--- config.mk ---
export PLATFORM = sky130hd
export DESIGN_NAME = addf32_rr_arb
export DESIGN_NICKNAME = d
export VERILOG_FILES = /design/src/rtl/addf32_pkg.sv /design/src/rtl/addf32.sv /design/src/rtl/rr_arbiter.sv /design/src/rtl/addf32_rr_arb.sv
export SDC_FILE = /design/constraint.sdc
export NUM_CORES = 1
export LEC_CHECK = 0
export CAP_MARGIN = 20
export CORE_AREA = 2 2 168 211
export CTS_BUF_LIST = sky130_fd_sc_hd__clkbuf_8
export DETAILED_ROUTE_END_ITERATION = 8
export DIE_AREA = 0 0 170 213
export PLACE_DENSITY = 0.81
export SLEW_MARGIN = 0
export SYNTH_ARGS = -nofsm -noshare
export SYNTH_HDL_FRONTEND = slang
export SYNTH_HIERARCHICAL = 1
export SYNTH_SLANG_ARGS = --single-unit
--- constraint.sdc ---
create_clock -name clk -period 34.3 [get_ports clk]
set_input_delay 6.86 -clock clk [delete_from_list [all_inputs] [get_ports clk]]
set_output_delay 6.86 -clock clk [all_outputs]
set_load 0.05 [all_outputs]
--- src/rtl/addf32_pkg.sv ---
// ============================================================================
// Module : addf32_pkg
// Brief  : Shared widths and helpers for the addf32 arbiter slice.
// Rev    : 1.0  initial release
// ============================================================================
`default_nettype none

package addf32_pkg;

  localparam int FP_W      = 32;
  localparam int OP_STRIDE = FP_W;

  function automatic int id_width(input int n);
    int w;
    w = 0;
    for (int i = 0; i < 31; i++) begin
      if ((1 << i) < n) w = i + 1;
    end
    return w;
  endfunction

endpackage

`default_nettype wire

--- src/rtl/addf32.sv ---
// ============================================================================
// Module : addf32
// Brief  : Combinational IEEE-754 single-precision adder, round-to-nearest-even.
// Rev    : 1.0  initial release
// ============================================================================
`default_nettype none

module addf32
  import addf32_pkg::*;
(
  input  logic [FP_W-1:0] a,
  input  logic [FP_W-1:0] b,
  output logic [FP_W-1:0] sum
);

  logic        w_swap, w_sub, w_sx, w_sy, w_sticky, w_up;
  logic        w_anan, w_bnan, w_ainf, w_binf;
  logic [31:0] w_x, w_y;
  logic [7:0]  w_ex, w_ey, w_d;
  logic [23:0] w_mx, w_my;
  logic [53:0] w_ysh;
  logic [26:0] w_xal, w_yal, w_m27;
  logic [27:0] w_s;
  logic [4:0]  w_lz, w_shift;
  logic [9:0]  w_e, w_ef;
  logic [24:0] w_mant;

  always_comb begin
    w_anan = (&a[30:23]) & (|a[22:0]);
    w_bnan = (&b[30:23]) & (|b[22:0]);
    w_ainf = (&a[30:23]) & ~(|a[22:0]);
    w_binf = (&b[30:23]) & ~(|b[22:0]);

    // x always carries the larger magnitude so the difference is non-negative
    w_swap = b[30:0] > a[30:0];
    w_x    = w_swap ? b : a;
    w_y    = w_swap ? a : b;
    w_sx   = w_x[31];
    w_sy   = w_y[31];
    w_sub  = w_sx ^ w_sy;
    w_ex   = (w_x[30:23] == 8'd0) ? 8'd1 : w_x[30:23];
    w_ey   = (w_y[30:23] == 8'd0) ? 8'd1 : w_y[30:23];
    w_mx   = {|w_x[30:23], w_x[22:0]};
    w_my   = {|w_y[30:23], w_y[22:0]};
    w_d    = w_ex - w_ey;

    // 24-bit mantissa plus guard/round/sticky; shifted-out bits fold into sticky
    w_ysh    = {w_my, 30'b0} >> ((w_d > 8'd27) ? 8'd27 : w_d);
    w_sticky = |w_ysh[26:0];
    w_yal    = {w_ysh[53:28], w_ysh[27] | w_sticky};
    w_xal    = {w_mx, 3'b000};
    w_s      = w_sub ? ({1'b0, w_xal} - {1'b0, w_yal})
                     : ({1'b0, w_xal} + {1'b0, w_yal});

    w_lz = 5'd27;
    for (int i = 0; i < 27; i++) begin
      if (w_s[i]) w_lz = 5'(26 - i);
    end

    w_e     = {2'b00, w_ex};
    w_shift = '0;
    if (w_s[27]) begin
      w_m27 = {w_s[27:2], w_s[1] | w_s[0]};
      w_e   = w_e + 10'd1;
    end else begin
      // normalisation stops at exponent 1 so tiny results become subnormal
      w_shift = ({5'b0, w_lz} > (w_e - 10'd1)) ? 5'(w_e - 10'd1) : w_lz;
      w_m27   = w_s[26:0] << w_shift;
      w_e     = w_e - {5'b0, w_shift};
    end

    w_up   = w_m27[2] & (w_m27[3] | w_m27[1] | w_m27[0]);
    w_mant = {1'b0, w_m27[26:3]} + {24'b0, w_up};
    if (w_mant[24])      w_ef = w_e + 10'd1;
    else if (w_mant[23]) w_ef = w_e;
    else                 w_ef = 10'd0;

    sum = {w_sx, w_ef[7:0], w_mant[24] ? 23'b0 : w_mant[22:0]};
    if (w_ef >= 10'd255) sum = {w_sx, 8'hFF, 23'b0};
    if (w_s == 28'd0)    sum = {w_sx & w_sy, 31'b0};
    if (w_anan | w_bnan | (w_ainf & w_binf & (a[31] ^ b[31]))) sum = 32'h7FC0_0000;
    else if (w_ainf) sum = a;
    else if (w_binf) sum = b;
  end

endmodule

`default_nettype wire

--- src/rtl/rr_arbiter.sv ---
// ============================================================================
// Module : rr_arbiter
// Brief  : Combinational round-robin arbiter; search starts at ptr and wraps.
// Rev    : 1.0  initial release
// ============================================================================
`default_nettype none

module rr_arbiter
  import addf32_pkg::*;
#(
  parameter int N  = 4,
  parameter int IW = id_width(N)
) (
  input  logic [N-1:0]  req,
  input  logic [IW-1:0] ptr,
  output logic [N-1:0]  gnt,
  output logic [IW-1:0] gnt_idx,
  output logic          gnt_any
);

  int          w_pos;
  logic [IW-1:0] w_i;

  always_comb begin
    gnt     = '0;
    gnt_idx = '0;
    gnt_any = 1'b0;
    w_pos   = 0;
    w_i     = '0;
    for (int k = 0; k < N; k++) begin
      w_pos = int'(ptr) + k;
      if (w_pos >= N) w_pos = w_pos - N;
      w_i = IW'(w_pos);
      if (!gnt_any && req[w_i]) begin
        gnt_any  = 1'b1;
        gnt[w_i] = 1'b1;
        gnt_idx  = w_i;
      end
    end
  end

endmodule

`default_nettype wire

--- src/rtl/addf32_rr_arb.sv ---
// ============================================================================
// Module : addf32_rr_arb
// Brief  : Round-robin issue of NREQ operand pairs into one shared addf32.
// Rev    : 1.0  initial release
// ============================================================================
`default_nettype none

module addf32_rr_arb
  import addf32_pkg::*;
#(
  parameter int NREQ = 4,
  parameter int IDW  = 2,
  parameter int CNTW = 16
) (
  input  logic                 clk,
  input  logic                 rst,
  input  logic [NREQ-1:0]      req_valid,
  input  logic [NREQ*FP_W-1:0] req_a,
  input  logic [NREQ*FP_W-1:0] req_b,
  output logic [NREQ-1:0]      req_ready,
  output logic                 rsp_valid,
  output logic [IDW-1:0]       rsp_id,
  output logic [FP_W-1:0]      rsp_sum,
  output logic                 busy,
  output logic [CNTW-1:0]      ops_done
);

  logic [IDW-1:0]  r_ptr;
  logic            r_s1_valid;
  logic [IDW-1:0]  r_s1_id;
  logic [FP_W-1:0] r_s1_a, r_s1_b;

  logic [NREQ-1:0] w_req, w_gnt;
  logic [IDW-1:0]  w_gidx;
  logic            w_gany;
  logic [FP_W-1:0] w_sum;
  logic [FP_W-1:0] w_a_arr [NREQ];
  logic [FP_W-1:0] w_b_arr [NREQ];

  for (genvar gi = 0; gi < NREQ; gi++) begin : g_unpack
    assign w_a_arr[gi] = req_a[gi*OP_STRIDE +: FP_W];
    assign w_b_arr[gi] = req_b[gi*OP_STRIDE +: FP_W];
  end

  // Masking the requests during reset keeps ready low and blocks any capture
  assign w_req = rst ? '0 : req_valid;

  rr_arbiter #(.N(NREQ), .IW(IDW)) u_arb (
    .req     (w_req),
    .ptr     (r_ptr),
    .gnt     (w_gnt),
    .gnt_idx (w_gidx),
    .gnt_any (w_gany)
  );

  assign req_ready = w_gnt;
  assign busy      = r_s1_valid | rsp_valid;

  addf32 u_add (
    .a   (r_s1_a),
    .b   (r_s1_b),
    .sum (w_sum)
  );

  always_ff @(posedge clk) begin
    if (rst) begin
      r_ptr      <= '0;
      r_s1_valid <= 1'b0;
      r_s1_id    <= '0;
      r_s1_a     <= '0;
      r_s1_b     <= '0;
      rsp_valid  <= 1'b0;
      rsp_id     <= '0;
      rsp_sum    <= '0;
      ops_done   <= '0;
    end else begin
      r_s1_valid <= w_gany;
      if (w_gany) begin
        r_ptr   <= (int'(w_gidx) == NREQ - 1) ? '0 : w_gidx + 1'b1;
        r_s1_id <= w_gidx;
        r_s1_a  <= w_a_arr[w_gidx];
        r_s1_b  <= w_b_arr[w_gidx];
      end
      rsp_valid <= r_s1_valid;
      rsp_id    <= r_s1_id;
      rsp_sum   <= w_sum;
      if (rsp_valid) ops_done <= ops_done + CNTW'(1);
    end
  end

endmodule

`default_nettype wire
==> summary.md, run 1 <==
| Metric | Value |
|---|---|
| Status | completed |
| Syn Nets | 2,801 |
| RSZ-0062 raised after global routing | no |
| Sequential-to-total area share from yosys stat | ~13% |
| Design area | 22,200 um^2 |
| Detailed Route WL | approximately 74 mm |
| Vias in the first global route | about 20,000 |
| Final hold vios | 0 |
| Clk_skew | 0.0197 ns |
| Clock Root Buffer | clkbuf_8 |
| Commonest cells in the netlist | 244 x nor2_1, 155 x mux2i_1, 155 x nand2_1, 145 x a21oi_1, 120 x dfxtp_1 |
| Latest clock arrival within the worst-skew pair | roughly 0.45 ns |
| Req. time, crit path | between 30 and 40 ns |
| Syn Std Cell Area | between 15,000 and 20,000 um^2 |
| M3 GR Usage | 6.04% |
| Placeable Area | 34,200 um^2 |
| Die area | 36,200 um^2 |
| Slowest CP cell | a221oi_2 |
| IO Port Bufs | approximately 320 |
| Post-synth top area share | between 10% and 20% |
| Slew Limit Headroom | 25.4% |
| I/O Pins | between 300 and 400 |
| FF+latch count, synth | between 100 and 150 |
| DP HPWL | ~60 mm |
| DRT iter0 DRCs | 2,959 |
| Avg Vias per Cell | 6.91 |
| Initial core utilization | between 50% and 60% |
| Final period util | just over 60% |
| Startpoint types | register |
| Share of layout cells above drive strength 1 | 9.35% |
| Largest stage delay, worst path | 0.82 ns |
| Total Routing Usage GR | between 30% and 40% |
| Setup TNS Final | 0 ns |
| Main synth FF type | dfxtp_1 |
| Drt wl/cell | between 20 and 25 um |
| Yosys top cell by area | dfxtp_1 |
| Clk pin slew, worst setup/hold paths | around 0.08 ns |
| # H-tree levels | 4 |
| CP dominant cell by count | nor3_1 |
| DR pass1 iterations | 8 |
| CP Data Arrival Time | 21.04 ns |
| First-pass GRT wire length | 113 mm |
| Post-CTS Resized | 0 |
| Worst Hold Class | register to register |
| Slew Limit Fails | 0 |
| Diode count | 0 |
| Synthesis warning total | 6 |
| TritonCTS buffer count | 17 |
| Hold-fix buffer count after cts | 0 |
| CP Capture Type | register |
| Top cells by area, synth | dfxtp_1 13%, mux2i_1 8.4%, ha_1 7.4%, nor2_1 4.9%, mux2_2 4.9% |
| Max Fclk | 48.2 MHz |
| Post-route antenna net violation count | 0 |
| CP max FO | 42 |
| Mapped Cells | between 2,000 and 2,500 |
| CTS tree | done |
| Post-CTS setup repair buffer count | 0 |
| MaxCap Viol Count | 0 |
| Fill count | roughly 3,000 |
| Yosys cell types | 115 |
| Via count | approximately 21,000 |
| Initial antenna violation count | 0 |
| Largest net degree at the start of global routing | 80 |
| GR Layer Usage met2 | 66.9% |
| GR Layer Usage met1 | between 40 and 50% |
| Final Wtd Congestion | between 1 and 1.5 |
| # rows | 76 |
| Clock sink total | between 100 and 150 |
| Critical path class | register to register |
| Die span in x | around 170 um |
| Async S/R FF share, synth | 0% |
| DRC viols | 0 |
| Average size of a mapped cell | 7.64 um^2 |
| CTS Buffer Depth | 2 |
| Setup Viol. Count Final | 0 |
| Synth-to-layout area growth | 19.9% |
| Post-synth EDFFs | 0 |
| DIE HEIGHT | around 210 um |
| Period minus WS final | 20.73 ns |
| Slew @ Worst Pin | ~1.1 ns |
| DP Area | around 22,000 um^2 |
| GRT Max-Usage Layer | met2 |
| Fin nets | about 3,000 |
| Gr ovfl total | 0 |
| Top-count cell post-synth | nor2_1 |
[through the flow]
| stage | hold WS [ns] | utilization (%) | worst slack [ns] | cells |
|---|---|---|---|---|
| after detailed placement | 0.456 | 63.7 | 14.14 | 3056 |
| after global placement | 0.451 | 63.7 | 14.77 | 3056 |
| after CTS | 0.471 | 64.8 | 14.09 | 3088 |
| final | 0.470 | 64.9 | 13.57 | 3092 |
| after floorplan | 0.429 | - | 18.00 | 2427 |
| after global routing | 0.481 | 64.9 | 12.46 | 3092 |
[critical path: cells and delay by family, from the launching register on]
family                   cells  cell delay, ns
AND/OR/NAND/NOR             27            9.46
XOR/XNOR                     2            0.50
flip-flops                   1            0.48
buffers and inverters        4            1.60
AO/OA/AOI/OAI               16            5.50
adder cells (fa/ha/maj)      4            1.08
multiplexers                 4            1.92
[cell type report]
class / instances / area, um^2 / share of cell area (%)
multi-input combinational: 2055 / 15100 / 67.9
inverter: 113 / 429 / 1.93
tap: 429 / 537 / 2.41
clock inverter: 13 / 110 / 0.495
timing repair buffer: 343 / 3400 / 15.3
sequential: 120 / 2400 / 10.8
clock buffer: 19 / 262 / 1.18
[final timing paths]
kind / endpoint / start / depth (start not counted) / slack, ns
worst max register to register: rsp_sum[0]$_SDFF_PP0_ / r_s1_a[30]$_SDFFE_PP0P_ / 57 / 13.57
worst min-delay path: rsp_valid$_SDFF_PP0_ / r_s1_valid$_SDFF_PP0_ / 1 / 0.47
worst max-delay path: rsp_sum[0]$_SDFF_PP0_ / r_s1_a[30]$_SDFFE_PP0P_ / 57 / 13.57
worst min register to register: rsp_valid$_SDFF_PP0_ / r_s1_valid$_SDFF_PP0_ / 1 / 0.47
[layout by cell type, fill, tap and decap left out, types with 33 or more instances in the layout]
cell type,count
nor2_1,244
a211oi_1,35
mux2_2,80
mux4_2,36
o22ai_1,46
nand3_1,85
a21oi_1,145
mux2i_1,155
ha_1,109
or3_1,33
o21ai_0,102
nor2b_1,83
inv_1,108
xnor2_1,40
nand4_1,35
clkdlybuf4s50_1,316
nand2_1,155
o211ai_1,39
dfxtp_1,120
nor3_1,84
[cell families after synthesis]
family	synth area share [%]
muxes	18.3
DFF	13.0
xor gates and xnor gates	3.49
AOI/OAI and AO/OA	26.9
buffers and inverters	5.84
and+or+nand+nor	24.9
adders and majority gates	7.68
[per-layer routing]
layer / vias up / share of wire [%]
met4: 0 / 6.2
li1: 9661 / -
met2: 1398 / 47
met1: 10014 / 38
met5: - / 0
met3: 282 / 9.0
[state kept, by name (all words and copies together) (netlist names)]
| signal | cells |
|---|---|
| r_s1_a | 32 |
| r_s1_b | 32 |
| rsp_sum | 32 |
| ops_done | 16 |
| r_ptr | 2 |
| r_s1_id | 2 |
| rsp_id | 2 |
| r_s1_valid | 1 |
| rsp_valid | 1 |
Power of run 1 is left out: the tool's default activity adds up to more than one toggle a clock period on the data nets, which glitch-free logic cannot reach.
==> run 2, diff against run 1 <==
==> constraint.sdc (replaced) <==
create_clock -name clk -period 20.8 [get_ports clk]
set_input_delay 4.16 -clock clk [delete_from_list [all_inputs] [get_ports clk]]
set_output_delay 4.16 -clock clk [all_outputs]
set_load 0.05 [all_outputs]
==> run 2 against run 1 <==
  * Worst setup slack lost 12 ns
  * First-iteration DRC count shrank 13%
  * Non-clock buffer count grew 3
  * Critical path depth grew 2
  * Sequential share of layout area is essentially flat
  * Count of clock-buffer cells in the layout is the same
==> summary.md, run 2 (synthesis results as in run 1) <==
| Metric | Value |
|---|---|
| Commonest non-fill, non-tap cell in the layout | clkdlybuf4s50_1 |
| Drt wl/cell | approximately 24 um |
| Placeable Area | approximately 34,000 um^2 |
| Most frequent cells in the layout | 316 x clkdlybuf4s50_1, 244 x nor2_1, 155 x nand2_1, 154 x mux2i_1, 144 x a21oi_1 |
| Launching point of the worst reg2reg path | r_s1_a[26]$_SDFFE_PP0P_ |
| Setup TNS Final | 0 ns |
| Total Routing Usage GR | approximately 40% |
| Detailed Route WL | ~74 mm |
| CTS Buffer Depth | 2 |
| # rows | 76 |
| Diode count | 0 |
| CP Capture Type | register |
| Slew Limit Fails | 0 |
| Synth-to-layout area growth | 20.2% |
| Initial core utilization | between 50% and 60% |
| # H-tree levels | 4 |
| Slew Limit Headroom | roughly 16% |
| CP max FO | 31 |
| Slowest CP cell | a2111oi_1 |
| Final period util | between 90% and 100% |
| CP dominant cell by count | and3_1 |
| Final WS setup | between 1 and 1.5 ns |
| Via count | approximately 21,000 |
| Initial antenna violation count | 0 |
| Clock sink total | 120 |
| DRT iter0 DRCs | 2,561 |
| Fill count | between 3,000 and 4,000 |
| Fin nets | around 3,000 |
| Setup WS pre-CTS | approximately 1 ns |
| Hold Path Depth | 1 |
| Clk pin slew, worst setup/hold paths | roughly 0.080 ns |
| Reg2Reg Depth | 59 |
| Max Fclk | 51.5 MHz |
| First-pass GRT wire length | approximately 110 mm |
| Share of layout cells above drive strength 1 | roughly a tenth |
| Die span in x | approximately 170 um |
| DR pass1 iterations | 7 |
| Post-route antenna net violation count | 0 |
| I/O Pins | roughly 320 |
| Avg Vias per Cell | between 6 and 7 |
| Critical path class | register to register |
| Final hold vios | 0 |
| Area occupied by registers | approximately 2400 um^2 |
| Final Wtd Congestion | 1.05 |
| CP Data Arrival Time | 19.71 ns |
| DIE HEIGHT | about 210 um |
| RSZ-0062 raised after global routing | no |
| Hold path start | r_s1_valid$_SDFF_PP0_ |
| Vias in the first global route | between 20,000 and 25,000 |
| Slew @ Worst Pin | about 1.2 ns |
| IO Port Bufs | 317 |
| Largest stage delay, worst path | roughly 0.76 ns |
| Period minus WS final | between 15 and 20 ns |
| Startpoint types | register |
| Die area | 36,200 um^2 |
| Hold EP | rsp_valid$_SDFF_PP0_ |
| Worst R2R End | rsp_sum[3]$_SDFF_PP0_ |
| Clock Root Buffer | clkbuf_8 |
| TritonCTS buffer count | 17 |
| Req. time, crit path | about 21 ns |
| Clk_skew | between 0.01 and 0.015 ns |
| Status | completed |
| Latest clock arrival within the worst-skew pair | around 0.44 ns |
| MaxCap Viol Count | 0 |
| Hold-fix buffer count after cts | 0 |
| Top flop regs | r_s1_a x32, r_s1_b x32, rsp_sum x32 |
| DRC viols | 0 |
| CTS tree | done |
| Worst Hold Class | register to register |
| Largest net degree at the start of global routing | 80 |
| Multi-input logic area | roughly 15,000 um^2 |
| DP HPWL | a little under 60 mm |
| Setup Viol. Count Final | 0 |
| Gr ovfl total | 0 |
| Register-to-register path setup slack | about 1.4 ns |
## run 2: worst max-delay path by stage
stage / start / to / slack [ns] / cells after the start
after floorplan: r_s1_a[30]$_SDFFE_PP0P_ / rsp_sum[11]$_SDFF_PP0_ / 4.72 / 73
after global routing: r_s1_a[26]$_SDFFE_PP0P_ / rsp_sum[16]$_SDFF_PP0_ / 0.17 / 59
final: r_s1_a[26]$_SDFFE_PP0P_ / rsp_sum[3]$_SDFF_PP0_ / 1.39 / 59
after global placement: r_s1_a[26]$_SDFFE_PP0P_ / rsp_sum[8]$_SDFF_PP0_ / 1.65 / 60
after CTS: r_s1_a[30]$_SDFFE_PP0P_ / rsp_sum[3]$_SDFF_PP0_ / 0.99 / 60
after detailed placement: r_s1_a[30]$_SDFFE_PP0P_ / rsp_sum[3]$_SDFF_PP0_ / 1.03 / 60
## run 2: worst max-delay path: cells and delay by family (launching register included)
| kind | cells | cell delay, ns |
|---|---|---|
| DFF | 1 | 0.46 |
| adders and majority gates | 4 | 1.01 |
| muxes | 4 | 1.80 |
| AOI/OAI and AO/OA | 19 | 5.82 |
| xor gates and xnor gates | 1 | 0.27 |
| and+or+nand+nor | 26 | 8.22 |
| buffers and inverters | 5 | 1.62 |
## run 2: what timing repair did
action / in CTS / in global routing
gates resized for setup: 0 / 5
setup endpoints to repair: 0 / 31
buffers inserted: 0 / 0
## run 2: area by class of cell
| cell class | instances | share of cell area, % |
|---|---|---|
| clock buffer | 19 | 1.17 |
| clock inverter | 12 | 0.528 |
| inverter | 113 | 1.93 |
| multi-input combinational | 2055 | 67.8 |
| sequential | 120 | 10.8 |
| tap | 429 | 2.41 |
| timing repair buffer | 346 | 15.4 |
## run 2: routing by layer
layer / vias to the layer above / global-route usage [%] / part of all wire (%)
li1: 9673 / - / -
met1: 9932 / 48.2 / 38
met2: 1391 / 67.1 / 46
met3: 327 / 5.99 / 9.3
met4: 0 / 23.1 / 6.9
met5: - / 0 / 0
## run 2: metrics by stage
step / std cells / util, % / instance area [um^2] / hold WS (ns)
4_1_cts: 3091 / 64.9 / 22200 / 0.472
6_report: 3094 / 65.1 / 22300 / 0.476
3_5_place_dp: 3060 / 63.8 / 21800 / 0.466
3_3_place_gp: 3060 / 63.8 / 21800 / 0.450
2_1_floorplan: 2427 / - / 18500 / 0.429
5_1_grt: 3094 / 65.1 / 22300 / 0.486
Power of run 2 is left out for the same reason.
